## src/rtl/mmio_io_ctrl.sv

```systemverilog
// rtl/mmio_io_ctrl.sv - memory-mapped LED/hex/switch/timer slave for the upper half of the CPU address space
module mmio_io_ctrl #(
    parameter int DEBOUNCE_CYCLES = 4,
    parameter int PRESCALE        = 50
) (
    input  logic        clk,
    input  logic        reset,
    input  logic [1:0]  mem_cmd,
    input  logic [8:0]  mem_addr,
    input  logic [15:0] write_data,
    input  logic [7:0]  sw,
    output logic [7:0]  led,
    output logic [6:0]  hex0,
    output logic [6:0]  hex1,
    output logic [6:0]  hex2,
    output logic [6:0]  hex3,
    output logic [15:0] rd_data,
    output logic        rd_valid,
    output logic        bad_addr
);

    localparam int CW = (DEBOUNCE_CYCLES > 1) ? $clog2(DEBOUNCE_CYCLES) : 1;
    localparam int PW = (PRESCALE > 1) ? $clog2(PRESCALE) : 1;
    localparam logic [CW-1:0] CNT_LAST = CW'(DEBOUNCE_CYCLES - 1);
    localparam logic [PW-1:0] PCNT_LAST = PW'(PRESCALE - 1);

    localparam logic [8:0] ADDR_LED   = 9'h100;
    localparam logic [8:0] ADDR_HEX   = 9'h120;
    localparam logic [8:0] ADDR_SW    = 9'h140;
    localparam logic [8:0] ADDR_TIMER = 9'h160;

    logic [15:0]   hex_val;
    logic [15:0]   timer;
    logic [PW-1:0] pcnt;
    logic [7:0]    s1, s2, candidate, sw_db;
    logic [CW-1:0] cnt;

    logic        rd_cmd, wr_cmd, mapped, tick;
    logic [15:0] rd_mux;

    assign rd_cmd = (mem_cmd == 2'b01) && mem_addr[8];
    assign wr_cmd = (mem_cmd == 2'b10) && mem_addr[8];
    assign mapped = (mem_addr == ADDR_LED) || (mem_addr == ADDR_HEX) ||
                    (mem_addr == ADDR_SW)  || (mem_addr == ADDR_TIMER);
    assign tick   = (pcnt == PCNT_LAST);

    always_comb begin
        rd_mux = 16'h0000;
        case (mem_addr)
            ADDR_LED:   rd_mux = {8'h00, led};
            ADDR_HEX:   rd_mux = hex_val;
            ADDR_SW:    rd_mux = {8'h00, sw_db};
            ADDR_TIMER: rd_mux = timer;
            default:    rd_mux = 16'h0000;
        endcase
    end

    always_ff @(posedge clk) begin
        if (reset) begin
            led       <= 8'h00;
            hex_val   <= 16'h0000;
            timer     <= 16'h0000;
            pcnt      <= '0;
            s1        <= 8'h00;
            s2        <= 8'h00;
            candidate <= 8'h00;
            cnt       <= '0;
            sw_db     <= 8'h00;
            rd_data   <= 16'h0000;
            rd_valid  <= 1'b0;
            bad_addr  <= 1'b0;
        end else begin
            s1 <= sw;
            s2 <= s1;
            if (s2 != candidate) begin
                candidate <= s2;
                cnt       <= '0;
            end else if (cnt == CNT_LAST) begin
                sw_db <= candidate;
            end else begin
                cnt <= cnt + 1'b1;
            end

            // A TIMER write overrides a coincident prescaler tick.
            if (wr_cmd && mem_addr == ADDR_TIMER) begin
                timer <= write_data;
                pcnt  <= '0;
            end else if (tick) begin
                timer <= timer + 16'd1;
                pcnt  <= '0;
            end else begin
                pcnt <= pcnt + 1'b1;
            end

            if (wr_cmd && mem_addr == ADDR_LED) led     <= write_data[7:0];
            if (wr_cmd && mem_addr == ADDR_HEX) hex_val <= write_data;

            rd_valid <= rd_cmd;
            if (rd_cmd) rd_data <= rd_mux;
            bad_addr <= (rd_cmd || wr_cmd) && !mapped;
        end
    end

    function automatic logic [6:0] seg7(input logic [3:0] n);
        case (n)
            4'h0: seg7 = 7'b1000000;
            4'h1: seg7 = 7'b1111001;
            4'h2: seg7 = 7'b0100100;
            4'h3: seg7 = 7'b0110000;
            4'h4: seg7 = 7'b0011001;
            4'h5: seg7 = 7'b0010010;
            4'h6: seg7 = 7'b0000010;
            4'h7: seg7 = 7'b1111000;
            4'h8: seg7 = 7'b0000000;
            4'h9: seg7 = 7'b0010000;
            4'hA: seg7 = 7'b0001000;
            4'hB: seg7 = 7'b0000011;
            4'hC: seg7 = 7'b1000110;
            4'hD: seg7 = 7'b0100001;
            4'hE: seg7 = 7'b0000110;
            default: seg7 = 7'b0001110;
        endcase
    endfunction

    assign hex0 = seg7(hex_val[3:0]);
    assign hex1 = seg7(hex_val[7:4]);
    assign hex2 = seg7(hex_val[11:8]);
    assign hex3 = seg7(hex_val[15:12]);

endmodule

```

## config.mk

```make
export PLATFORM = sky130hd
export DESIGN_NAME = mmio_io_ctrl
export DESIGN_NICKNAME = d
export VERILOG_FILES = /design/src/rtl/mmio_io_ctrl.sv
export SDC_FILE = /design/constraint.sdc
export NUM_CORES = 1
export LEC_CHECK = 0
export ABC_CLOCK_PERIOD_IN_PS = 3200
export CAP_MARGIN = 10
export CELL_PAD_IN_SITES_DETAIL_PLACEMENT = 1
export CELL_PAD_IN_SITES_GLOBAL_PLACEMENT = 1
export CORE_UTILIZATION = 38
export CTS_CLUSTER_SIZE = 16
export DETAILED_ROUTE_END_ITERATION = 7
export PLACE_DENSITY = 0.73
export SYNTH_ARGS = -nofsm -noshare
export SYNTH_HDL_FRONTEND = slang
export SYNTH_SLANG_ARGS = --single-unit
```

## constraint.sdc

```tcl
create_clock -name clk -period 3.2 [get_ports clk]
set_input_delay 0.64 -clock clk [delete_from_list [all_inputs] [get_ports clk]]
set_output_delay 0.64 -clock clk [all_outputs]
set_load 0.03 [all_outputs]
```

==> summary.md <==
| Metric | Value |
|---|---|
| Mux contribution to synthesized area | `0.135` |
| Adder-cell area share of the yosys netlist | `0.0571` |
| Vias post-DR | `between 5000 and 6000` |
| Num ports | `between 90 and 100` |
| Largest net degree at the start of global routing | `between 40 and 50` |
| CTS Hold Buffers Added | `0` |
| Layout Utilization | `0.521` |
| Gates resized, CTS repair | `0` |
| Main combinational cell family by area after synthesis | `simple AND/OR/NAND/NOR gates` |
| Synth cell types | `between 40 and 50` |
| Core area | `0.0158 mm^2` |
| Clk buf depth | `2` |
| Fin worst setup slack | `approximately 0.081 ns` |
| Worst VDD drop | `approximately 0.38 mV` |
| CP Max Fanout | `11` |
| Power per Cell Area | `between 400 and 500 mW/mm^2` |
| Synth area leader | `dfxtp_1` |
| Hold Crit Class | `reg2reg` |
| Simple-gate share of the synthesized area | `0.179` |
| Inserted Diodes | `0` |
| Max Cap Viol | `0` |
| Worst-Skew Late Latency | `0.41 ns` |
| Max Fclk | `321 MHz` |
| Final-report setup violation count | `0` |
| Vias in the first global route | `between 5000 and 6000` |
| Routing usage on met1 | `0.257` |
| CP Capture Type | `register` |
| Die width | `129 um` |
| Ys async rst share | `0` |
| Leakage power | `about 3.2 nW` |
| Rel. slew slack | `0.543` |
| Global-route wire length before repair | `28900 um` |
| Clk slew on worst S/H paths | `roughly 0.06 ns` |
| Final Hold Viols | `0` |
| Nets@finish | `about 840` |
| Post-Syn Area | `about 0.0061 mm^2` |
| Share of layout cells above drive strength 1 | `0.167` |
| Post-synth EDFFs | `0` |
| Worst EP required | `between 3 and 4 ns` |
| Post-Syn Area per Cell | `around 9.6 um^2` |
| Synth Area in Compound Gates | `0.124` |
| Flops & latches, synth | `126` |
| Total track usage | `0.226` |
| Fin crit period | `between 3 and 4 ns` |
| Hold WS | `0.438 ns` |
| Post-synthesis cell count | `636` |
| Crit path kind | `in2reg` |
| Initial Utilization | `0.387` |
| Pins over their slew limit | `0` |
| Setup repair bufs after CTS | `0` |
| Worst-Margin Slew | `0.676 ns` |
| Status | `complete, no violations` |
| Initial DRT Pass Iterations | `4` |
| Synth Warn # | `0` |
| Post-Syn Nets | `~700` |
| CTS root buf | `clkbuf_16` |
| Wire per inst | `~18 um` |
| GP Congestion | `0.867` |
| HPWL after detailed placement | `13100 um` |
| Arrival time worst endpoint | `about 3.4 ns` |
| Fillers | `around 1800` |
| GRT overflow | `0` |
| Height of the die | `129 um` |
| GRT busiest layer | `met2` |
| Grt met2 use | `0.399` |
| Num CTS Buffers | `17` |
| DRC Markers | `0` |
| Area growth syn-to-layout | `34.4%` |
| Die area | `0.0166 mm^2` |
| Area share of the largest cell type after synthesis | `0.411` |
| Clk sinks | `126` |
| Port-buffer cells | `90` |
| H-tree depth reported by CTS | `4` |
| Row cnt | `46` |
| Drt first-iter violations | `between 200 and 250` |
| Total wire length | `18000 um` |
| Period utilisation layout | `0.975` |
| Global-route track usage on met3 | `0.0541` |
| DRT antenna net count | `0` |
| RSZ-0062 raised after global routing | `no` |
| Top cells by area, synth | `dfxtp_1 (41%), mux2i_1 (6.7%), ha_1 (5.7%), xor2_1 (4.7%), nor2_1 (3.5%)` |
| CTS tree | `done` |
| Xor and xnor area share after synthesis | `0.0528` |
| Ys flop type | `dfxtp_1` |
| Initial antenna violation count | `0` |
| Clock skew | `approximately 0.0065 ns` |
| Via/cell ratio | `5.30` |
| Final TNS setup | `0 ns` |
| Sequential share of the synthesized area | `0.411` |
| CP startpoint kind | `input port` |
| Worst slack, placed | `-0.308 ns` |
## critical path, stage by stage
cell             delay, ns
clkdlybuf4s50_1       0.42
or4_1                 0.61
buf_4                 0.18
nor3_2                0.20
buf_4                 0.22
nand2_1               0.11
a21oi_2               0.20
inv_1                 0.12
ha_1                  0.33
o211ai_1              0.11
a32o_1                0.28
## final timing paths
| kind | cells past startpoint | to | slack [ns] | from |
|---|---|---|---|---|
| setup / recovery | 11 | hex3[1] | 0.08 | mem_addr[7] |
| hold reg to reg | 1 | s2[1] | 0.44 | s1[1] |
| setup reg to reg | 6 | timer[9] | 0.90 | pcnt[0] |
| hold / removal | 1 | s2[1] | 0.44 | s1[1] |
## metal layers
metal / part of all wire / wire (um) / vias up
met5: 0 / 0 / -
met4: 0.030 / 537 / 0
met3: 0.040 / 714 / 43
met2: 0.51 / 9070 / 132
met1: 0.43 / 7640 / 2591
li1: - / - / 2532
## Yosys cell counts (10+ instances only)
master,count
dfxtp_1,126
nor2_1,57
mux2i_1,41
nand2_1,35
xor2_1,33
nor2b_1,29
ha_1,28
clkbuf_1,26
inv_1,21
a21oi_1,20
nand2b_1,20
nand3_1,19
a211oi_1,16
mux2_2,14
a32o_1,12
nor3_1,10
o21ai_0,10
## kinds of logic (layout without fill, tap and decap cells)
group / count (synthesis) / after routing
compound gates: 106 / 106
buf+inv: 60 / 208
xor+xnor: 37 / 37
flops: 126 / 126
mux: 68 / 68
fa+ha+maj: 28 / 28
simple gates: 211 / 211
## where the power goes
part	internal [mW]	switching (mW)	leakage, nW
registers	1.59	0.0105	1.02
clock network	1.26	0.702	0.284
logic	0.0862	0.0994	1.92
total	2.93	0.812	3.22
## state kept, by name (all words and copies together), names as in the netlist
signal     count
rd_data       16
timer         16
cnt            2
sw_db          8
led            8
hex3           7
hex_val       16
candidate      8
hex0           7
s1             8
rd_valid       1
s2             8
hex2           7
pcnt           6
hex1           7
bad_addr       1
## cell type report
type,instances,area [um^2],area share
Multi-Input combinational cell,450,3370,0.409
Sequential cell,126,2520,0.306
Timing Repair Buffer,157,1400,0.170
Clock buffer,20,457,0.0554
Tap cell,216,270,0.0328
Clock inverter,10,140,0.0170
Inverter,21,78.8,0.00956
## metrics by stage
stage | cells | total power, mW | cell area [um^2]
6_report | 1000 | 3.74 | 8240
5_1_grt | 1000 | 3.86 | 8240
4_1_cts | 1000 | 3.77 | 8230
3_5_place_dp | 970 | 1.82 | 7630
3_3_place_gp | 970 | 1.81 | 7630
2_1_floorplan | 636 | 1.72 | 6130
## cell usage in the layout (no fill, tap or decap), types with 4 or more instances in the layout
cell type	instances
nand2_1	35
xor2_1	33
o21ai_0	10
clkdlybuf4s50_1	89
ha_1	28
nor2b_1	29
o32ai_1	4
mux2i_2	4
nor3_1	9
o211ai_1	8
or3_1	5
o22ai_1	4
a2bb2oi_1	4
a22oi_1	8
a21oi_1	17
a31oi_1	8
o311ai_1	4
a211oi_1	16
nor2_1	57
o2bb2ai_1	8
buf_4	68
nor4_1	7
inv_1	21
dfxtp_1	126
mux2_2	14
nand4_1	4
nand2b_1	20
clkbuf_16	17
xnor2_1	4
mux2i_1	41
nor3b_1	8
a32o_1	12
nand3_1	19
mux4_2	8
Power figures use the tool's default switching activity.
